`src/rtl/mdu_pkg.sv`:
```
`default_nettype none
// ============================================================================
// Module   : mdu_pkg
// Brief    : Shared op indices, state encoding and RV32M special results.
// Revision : 1.0  initial release
// ============================================================================
package mdu_pkg;

    localparam int MDU_WIDTH = 32;

    localparam int MDU_MUL    = 0;
    localparam int MDU_MULH   = 1;
    localparam int MDU_MULHSU = 2;
    localparam int MDU_MULHU  = 3;
    localparam int MDU_DIV    = 4;
    localparam int MDU_DIVU   = 5;
    localparam int MDU_REM    = 6;
    localparam int MDU_REMU   = 7;

    typedef enum logic [1:0] {
        IDLE = 2'd0,
        BUSY = 2'd1,
        DONE = 2'd2
    } state_t;

    localparam logic [MDU_WIDTH-1:0] DIV0_QUOT = 32'hFFFF_FFFF;
    localparam logic [MDU_WIDTH-1:0] OVF_QUOT  = 32'h8000_0000;

    function automatic logic op_legal(input logic [7:0] op);
        return (op != 8'd0) && ((op & (op - 8'd1)) == 8'd0);
    endfunction

    // Result for divide-by-zero or signed overflow; rem of overflow is 0.
    function automatic logic [MDU_WIDTH-1:0] special_res(input logic                 is_rem,
                                                         input logic                 div0,
                                                         input logic [MDU_WIDTH-1:0] dividend);
        if (div0) begin
            return is_rem ? dividend : DIV0_QUOT;
        end
        return is_rem ? '0 : OVF_QUOT;
    endfunction

endpackage
`default_nettype wire

```
`src/rtl/mdu_divstep.sv`:
```
`default_nettype none
// ============================================================================
// Module   : mdu_divstep
// Brief    : One restoring-division step on a {rem,quot} register pair.
// Revision : 1.0  initial release
// ============================================================================
module mdu_divstep #(
    parameter int WIDTH = 32
) (
    input  logic [WIDTH-1:0] i_rem,
    input  logic [WIDTH-1:0] i_quot,
    input  logic [WIDTH-1:0] i_div,
    output logic [WIDTH-1:0] o_rem,
    output logic [WIDTH-1:0] o_quot
);
    import mdu_pkg::*;

    logic [WIDTH:0] w_part;
    logic [WIDTH:0] w_trial;

    // Partial remainder is always < 2*divisor, so bit WIDTH is a clean borrow.
    assign w_part  = {i_rem, i_quot[WIDTH-1]};
    assign w_trial = w_part - {1'b0, i_div};
    assign o_rem   = w_trial[WIDTH] ? w_part[WIDTH-1:0] : w_trial[WIDTH-1:0];
    assign o_quot  = {i_quot[WIDTH-2:0], ~w_trial[WIDTH]};

endmodule
`default_nettype wire

```
`src/rtl/mdu.sv`:
```
`default_nettype none
// ============================================================================
// Module   : mdu
// Brief    : Iterative RV32M multiply/divide unit with valid/ready handshakes.
//            MDU_DIV_FAST_EN: div-by-zero / signed overflow finish in 1 cycle.
// Revision : 1.0  initial release
// ============================================================================
module mdu #(
    parameter int WIDTH = mdu_pkg::MDU_WIDTH,
    parameter int CNT_W = 6
) (
    input  logic             clk,
    input  logic             rst_n,
    input  logic             flush,
    input  logic             in_valid,
    output logic             in_ready,
    input  logic [7:0]       op,
    input  logic [WIDTH-1:0] src1,
    input  logic [WIDTH-1:0] src2,
    output logic             out_valid,
    input  logic             out_ready,
    output logic [WIDTH-1:0] res
);
    import mdu_pkg::*;

    state_t             r_state;
    logic [CNT_W-1:0]   r_cnt;
    logic [2*WIDTH-1:0] r_acc;
    logic [WIDTH-1:0]   r_mcand;
    logic [WIDTH-1:0]   r_src1;
    logic [WIDTH-1:0]   r_res;
    logic [7:0]         r_op;
    logic               r_neg;
    logic               r_negr;
    logic               r_div0;
    logic               r_ovf;

    logic               w_legal, w_s1, w_s2, w_in_mul, w_div0, w_ovf;
    logic [WIDTH-1:0]   w_mag1, w_mag2;
    logic               w_is_mul;
    logic [WIDTH:0]     w_sum;
    logic [WIDTH-1:0]   w_drem, w_dquot;
    logic [2*WIDTH-1:0] w_acc_nxt, w_prod;
    logic [WIDTH-1:0]   w_quot, w_rem, w_special, w_fix;

    assign w_legal  = op_legal(op);
    assign w_s1     = w_legal & (op[MDU_MULH] | op[MDU_MULHSU] | op[MDU_DIV] | op[MDU_REM]) & src1[WIDTH-1];
    assign w_s2     = w_legal & (op[MDU_MULH] | op[MDU_DIV] | op[MDU_REM]) & src2[WIDTH-1];
    assign w_mag1   = w_s1 ? -src1 : src1;
    assign w_mag2   = w_s2 ? -src2 : src2;
    assign w_in_mul = |op[MDU_MULHU:MDU_MUL];
    assign w_div0   = w_legal & (|op[MDU_REMU:MDU_DIV]) & (src2 == '0);
    assign w_ovf    = w_legal & (op[MDU_DIV] | op[MDU_REM]) & (src1 == OVF_QUOT) & (&src2);

    // Multiply: multiplier in acc low half, shifted out LSB-first.
    assign w_is_mul = |r_op[MDU_MULHU:MDU_MUL];
    assign w_sum    = {1'b0, r_acc[2*WIDTH-1:WIDTH]} + (r_acc[0] ? {1'b0, r_mcand} : '0);

    mdu_divstep #(.WIDTH(WIDTH)) u_divstep (
        .i_rem  (r_acc[2*WIDTH-1:WIDTH]),
        .i_quot (r_acc[WIDTH-1:0]),
        .i_div  (r_mcand),
        .o_rem  (w_drem),
        .o_quot (w_dquot)
    );

    assign w_acc_nxt = w_is_mul ? {w_sum, r_acc[WIDTH-1:1]} : {w_drem, w_dquot};

    assign w_prod    = r_neg  ? -r_acc : r_acc;
    assign w_quot    = r_neg  ? -r_acc[WIDTH-1:0] : r_acc[WIDTH-1:0];
    assign w_rem     = r_negr ? -r_acc[2*WIDTH-1:WIDTH] : r_acc[2*WIDTH-1:WIDTH];
    assign w_special = special_res(r_op[MDU_REM] | r_op[MDU_REMU], r_div0, r_src1);

    // Illegal requests latch r_op=0, which falls through to a zero result.
    always_comb begin
        w_fix = '0;
        if (r_op[MDU_MUL]) begin
            w_fix = w_prod[WIDTH-1:0];
        end else if (|r_op[MDU_MULHU:MDU_MULH]) begin
            w_fix = w_prod[2*WIDTH-1:WIDTH];
        end else if (|r_op[MDU_REMU:MDU_DIV]) begin
            if (r_div0 | r_ovf) begin
                w_fix = w_special;
            end else if (r_op[MDU_DIV] | r_op[MDU_DIVU]) begin
                w_fix = w_quot;
            end else begin
                w_fix = w_rem;
            end
        end
    end

    always_ff @(posedge clk) begin
        if (!rst_n) begin
            r_state <= IDLE;
            r_cnt   <= '0;
            r_acc   <= '0;
            r_mcand <= '0;
            r_src1  <= '0;
            r_res   <= '0;
            r_op    <= '0;
            r_neg   <= 1'b0;
            r_negr  <= 1'b0;
            r_div0  <= 1'b0;
            r_ovf   <= 1'b0;
        end else if (flush) begin
            r_state <= IDLE;
            r_cnt   <= '0;
        end else begin
            case (r_state)
                IDLE: begin
                    if (in_valid) begin
                        r_op    <= w_legal ? op : 8'd0;
                        r_neg   <= w_s1 ^ w_s2;
                        r_negr  <= w_s1;
                        r_div0  <= w_div0;
                        r_ovf   <= w_ovf;
                        r_src1  <= src1;
                        r_acc   <= {{WIDTH{1'b0}}, (w_in_mul ? w_mag2 : w_mag1)};
                        r_mcand <= w_in_mul ? w_mag1 : w_mag2;
                        r_state <= BUSY;
`ifdef MDU_DIV_FAST_EN
                        // Terminal count: the fix-up forces the special result next cycle.
                        r_cnt   <= (w_div0 | w_ovf) ? CNT_W'(WIDTH) : '0;
`else
                        r_cnt   <= '0;
`endif
                    end
                end
                BUSY: begin
                    if (r_cnt == CNT_W'(WIDTH)) begin
                        r_res   <= w_fix;
                        r_state <= DONE;
                    end else begin
                        r_acc   <= w_acc_nxt;
                        r_cnt   <= r_cnt + CNT_W'(1);
                    end
                end
                DONE: begin
                    if (out_ready) begin
                        r_state <= IDLE;
                    end
                end
                default: r_state <= IDLE;
            endcase
        end
    end

    assign in_ready  = (r_state == IDLE);
    assign out_valid = (r_state == DONE);
    assign res       = r_res;

endmodule
`default_nettype wire

```
`config.mk`:
```
export PLATFORM = sky130hd
export DESIGN_NAME = mdu
export DESIGN_NICKNAME = d
export VERILOG_FILES = /design/src/rtl/mdu_pkg.sv /design/src/rtl/mdu_divstep.sv /design/src/rtl/mdu.sv
export SDC_FILE = /design/constraint.sdc
export NUM_CORES = 1
export LEC_CHECK = 0
export BUFFER_PORTS_ARGS = -buffer_cell sky130_fd_sc_hd__buf_2
export CORE_ASPECT_RATIO = 0.9
export CORE_MARGIN = 1.5
export CORE_UTILIZATION = 69
export CTS_BUF_LIST = sky130_fd_sc_hd__clkbuf_4
export DETAILED_ROUTE_END_ITERATION = 16
export PLACE_DENSITY = 0.92
export SKIP_LAST_GASP = 1
export SLEW_MARGIN = 20
export SYNTH_ARGS = -nofsm -noshare
export SYNTH_HDL_FRONTEND = slang
export SYNTH_SLANG_ARGS = --single-unit
export TNS_END_PERCENT = 50
```
`constraint.sdc`:
```
create_clock -name clk -period 7.2 [get_ports clk]
set_clock_uncertainty 0.15 [all_clocks]
set_input_delay 0.72 -clock clk [delete_from_list [all_inputs] [get_ports clk]]
set_output_delay 0.72 -clock clk [all_outputs]
set_load 0.02 [all_outputs]
```
# After elaboration in Yosys (flattened, before gate mapping)
# Index checks and enable logic that the tools add are counted.
# word_totals
ff_bits	180
out_inout_bits	34
# op_classes
n_addsub	9
eq_ne	8
mux	31
n_bitwise	23
reduce_logical	18
# op_table
cell	n
$mux 32	17
$mux 64	4
$neg 32->32	4
$pmux 64 s2	1
$neg 64->64	1
$add 32x32->33	1
$sub 33x32->33	1
$eq 32x32->1 const B	1
$logic_not 32->1	1
$reduce_and 32->1	1
$reduce_or 4->1	4
$mux 6	2
$pmux 6 s2	1
$reduce_and 3->1	4
$and 1x1->1	9
$or 1x1->1	9
$and 8x8->8	1
$logic_not 8->1	1
$mux 8	1
$reduce_bool 8->1	1
$sub 8x1->8 const B	1
$add 6x1->6 const B	1
$eq 6x6->1 const B	1
$mux 2	3
14 further kinds	18

# Longest topological paths before layout
# depth
ltp_word	10
mapped_depth	15
depth_no_buf	14

# Hierarchy
# From an unflattened synthesis, not the netlist that was laid out.
# hier_totals
cells_unflattened	2319
hier_area_um2	16998.8
# by_module_without_submodules
mod	n_inst	cells_each	area_per_inst_um2	seq_area_each_um2
mdu	1	1983	14407.6	3603.5
mdu_divstep	1	336	2591.2	0.0

# Worst setup path before layout
# OpenSTA, ideal clock, no wires.
# synth_path
kind	reg-to-reg
start	register r_acc[0]
end	register r_acc[49]
setup_time_ps	117
arrival_time_ps	3180
required_time_ps	6933
slack_ps	3753
stages_incl_launch_ff	15
n_path_buf	1
synth_period_minus_slack_ps	3447
cell_sequence	dfxtp_1 inv_1 clkbuf_1 nor2_1 ha_1 a211oi_1 o21bai_1 a21o_1 a221o_1 a31o_2 a311o_1 a21oi_1 xor2_1 a21oi_1 a22o_1
# synth_via
elab_chain_cells	5
# synth_rtl
item	line_no	text
start: declaration	mdu.sv:28	logic [2*WIDTH-1:0] r_acc;
start signal: assignment	mdu.sv:118	r_acc <= {{WIDTH{1'b0}}, (w_in_mul ? w_mag2 : w_mag1)};
start signal: assignment	mdu.sv:134	r_acc <= w_acc_nxt;
$mux 32	mdu.sv:57	assign w_sum = {1'b0, r_acc[2*WIDTH-1:WIDTH]} + (r_acc[0] ? {1'b0, r_mcand} : '0);
$add 32x32->33	mdu.sv:57	
$mux 64	mdu.sv:67	assign w_acc_nxt = w_is_mul ? {w_sum, r_acc[WIDTH-1:1]} : {w_drem, w_dquot};
$mux 64	mdu.sv:130	if (r_cnt == CNT_W'(WIDTH)) begin
$pmux 64 s2	mdu.sv:109	case (r_state)
# Every way passes these cells. The select of a mux whose other input is x is not followed.
# A chain may end at the register's enable or synchronous reset.

# Final worst setup path
# layout_path
start	register r_acc[31]
end	register r_acc[46]
# layout_via
elab_chain_cells	5
# layout_rtl
item	line_no	text
$sub 33x32->33	mdu_divstep.sv:23	assign w_trial = w_part - {1'b0, i_div};
$mux 32	mdu_divstep.sv:24	assign o_rem = w_trial[WIDTH] ? w_part[WIDTH-1:0] : w_trial[WIDTH-1:0];
$mux 64	mdu.sv:67	
$mux 64	mdu.sv:130	
$pmux 64 s2	mdu.sv:109	
# Every way passes these cells. The select of a mux whose other input is x is not followed.

==> impl_metrics.toml <==
[status]
status = "complete, no violations"

[timing]
worstMarginPinSlew_ns = 1.148
rsz0062_at_grt = "false"
period_share_pct = 61.70
layout_setup_ws_ns = 2.757
finalSetupViolCount = 0
finalHoldWorstSlack_ns = 0.1660
slew_headroom_pct = 23.46
timing.fmax_mhz = 225.1
fin_setup_tns_ns = 0
final_max_slew_viol_count = 0
min_period_ns = 4.443
finalHoldViolCount = 0

[cts]
worstSkewPairLatency_ns = 0.66
cts-root-buf = "clkbuf_4"
cts_resized = 0
clock_tree.buffer_depth = 2
post-cts-setup-buffers = 0
cts_sinks = 180
cts_tree = "done"
htreeDepth = 4
cts-buffers-inserted = 17
clkSlewWorstSetupHoldPaths_ns = 0.20
holdBufCountCts = 0

[logic_synthesis]
syn_area_sq_mm = 0.01576
synth_top_area_share_pct = 22.87
yosysWarnings = 0
seq_area_frac_synth_pct = 22.87
synth-simple-area-share_pct = 22.23
synth_seq_cells = 180
synth_area_leader_cell = "dfxtp_1"
synth-main-ff-cell = "dfxtp_1"
synth-adder-area-share_pct = 5.892
synth_area_leaders = "dfxtp_1 23%, nand2_1 6.9%, xnor2_1 6.2%"
yosys.area_share.xor_xnor_pct = 11.56
syn_inst = 2177
synth_enable_flop_cells = 0
syn_avg_cell_area_sq_um = 7.238
synth_top_family_by_area = "compound AO/OA/AOI/OAI gates"
synthArstFlopShare_pct = 0
syn-num-nets = 2327
synth_cell_types = 80
muxShareOfSynthArea_pct = 3.168
synth_compound_area_share_pct = 28.85

[route]
totalWireLength_mm = 60.11
drt_iter0_drc = 3174
drc = 0
vias = 18050
ant_nets = 0
routed_via_density = 7.257
first_pass_iters = 12
wire_per_inst_um = 24.17

[critical_path]
critPathMaxFanout = 14
crit_buf_inv = 2
crit_path_cell_trace = "inv_1, ha_1, fa_1, nand2b_1, a21oi_1, o21ai_1, nand3b_1, a21oi_1, o31ai_2, xor2_2, buf_4, mux2_2, nand3_1, a21oi_1"
crit_path_start_kind = "flip-flop"
reg2reg_slack_ns = 2.76
slowest_delay_ns = 0.69
crit_required_ns = 7.56
path_delay_family = "compound AO/OA/AOI/OAI gates"
crit_top_cell = "a21oi_1"
crit_type = "reg -> reg"
cp_slowest_cell = "o31ai_2"
end_kind = "flip-flop"
arrival_ns = 4.80

[placement]
io_buffer_count = 110
dpl_cell_area_sq_mm = 0.01632
dp_slack_ns = 2.870
place_inst = 2453
gp_congestion = 1.035
hpwl_mm = 44.51

[global_route]
grt_usage_pct = 49.55
grt_pass1_vias = 15970
grt_pass1_wl_mm = 91.24
antenna_found_initial = 2
overflow = 0
grt_max_degree = 82

[final_layout]
fin_cells = 2487
drive_gt1_share_pct = 11.33
final_util_pct = 74.29
final_cell_area_sq_mm = 0.01667
multi_input_area_sq_mm = 0.01136
fillers = 1871
area.growth.synth_to_final_pct = 5.820
final_nets = 2326
seqCellArea_sq_mm = 0.003605

[die]
rows = 52
dieHeight_um = 146.4
initial_core_util_pct = 70.20
die_area_sq_mm = 0.02375
design.core.area_sq_mm = 0.02245
die_w_um = 162.3
io_pins = 111

[power_and_ir_drop]
p_total_mw = 2.480
peakVddDrop_mv = 0.1214
power_density_mw_per_mm2 = 148.7
p_leak_nw = 6.321

[min_path]
min_path_type = "in -> reg"

[run]
maxCapViolCount = 0
## registers in the layout (all words and copies together) (netlist names)
name     count
r_acc       64
r_cnt        6
r_ovf        1
r_mcand     32
r_op         8
r_negr       1
res         32
r_div0       1
r_src1      32
r_state      2
r_neg        1
## final cells by class
cell class,instances,share of cell area [%]
sequential,180,21.62
multi-input combinational,1775,68.14
antenna,1,0.01501
tap,297,2.229
timing repair buffer,135,4.547
clock inverter,15,1.178
clock buffer,17,0.7654
inverter,67,1.508
## worst register-to-register path, stage by stage (launching register included)
cell and delay (ns):
dfxtp_1 0.41, inv_1 0.15, ha_1 0.26, fa_1 0.39
nand2b_1 0.20, a21oi_1 0.23, o21ai_1 0.20, nand3b_1 0.15
a21oi_1 0.14, o31ai_2 0.69, xor2_2 0.53, buf_4 0.34
mux2_2 0.36, nand3_1 0.08, a21oi_1 0.07
## power breakdown
part / switching [mW] / internal, mW / leakage [nW]
combinational: 0.463 / 0.244 / 4.69
sequential: 0.0663 / 1.03 / 1.46
clock: 0.472 / 0.201 / 0.168
## routing by layer
| layer | global-route usage (%) | part of all wire (%) | up-vias |
|---|---|---|---|
| met4 | 25.92 | 6.8 | 2 |
| met1 | 65.47 | 36 | 8292 |
| li1 | - | - | 7922 |
| met2 | 73.08 | 41 | 1504 |
| met5 | 0 | 0.018 | - |
| met3 | 14.18 | 16 | 329 |
## synthesized netlist by cell type, types with 12 or more instances
library cell and count:
a31oi_1 18, nand2_1 288, or2_2 14, nor2_1 175, xnor2_1 112, nor4_1 12
a221oi_1 38, a21oi_1 195, dfxtp_1 180, nand4_1 21, buf_2 12, o31ai_1 32
o221ai_1 25, nor2b_1 13, clkbuf_1 136, o21ai_1 16, o211ai_1 47, inv_1 66
xor2_1 96, or3_1 23, nor3_1 29, or4_1 14, o21ai_0 161, o21bai_1 13
a21o_1 18, nand3_1 97, ha_1 71, mux2i_1 15, mux2_2 30, o21a_1 13
o41ai_1 15, a311oi_1 14, a211oi_1 19, nand2b_1 16
## logic make-up after synthesis
group | count (synthesis)
buffers and inverters | 222
adders and majority gates | 73
xor gates and xnor gates | 208
AOI/OAI and AO/OA | 699
muxes | 46
and+or+nand+nor | 749
DFF | 180
## cell usage in the layout, fill, tap and decap left out, types with 17 or more instances in the layout
master,n
a211oi_1,19
a21o_1,18
a21oi_1,195
a221oi_1,38
a31oi_1,18
buf_2,110
buf_4,24
clkbuf_4,17
dfxtp_1,179
ha_1,71
inv_1,65
mux2_2,30
nand2_1,288
nand3_1,97
nand4_1,21
nor2_1,171
nor3_1,28
o211ai_1,47
o21ai_0,160
o221ai_1,25
o31ai_1,32
or3_1,23
xnor2_1,111
xor2_1,95
## path summary, 6_finish.rpt
kind                          startpoint                      end  cells after the start
hold / removal                  src1[19]  r_src1[19]$_SDFFE_PN0P_                      3
hold reg to reg     res[28]$_SDFFE_PN0P_     res[28]$_SDFFE_PN0P_                      2
setup / recovery  r_acc[31]$_SDFFE_PN0P_   r_acc[46]$_SDFFE_PN0P_                     14
setup reg to reg  r_acc[31]$_SDFFE_PN0P_   r_acc[46]$_SDFFE_PN0P_                     14
(Power assumes the default switching activity.)
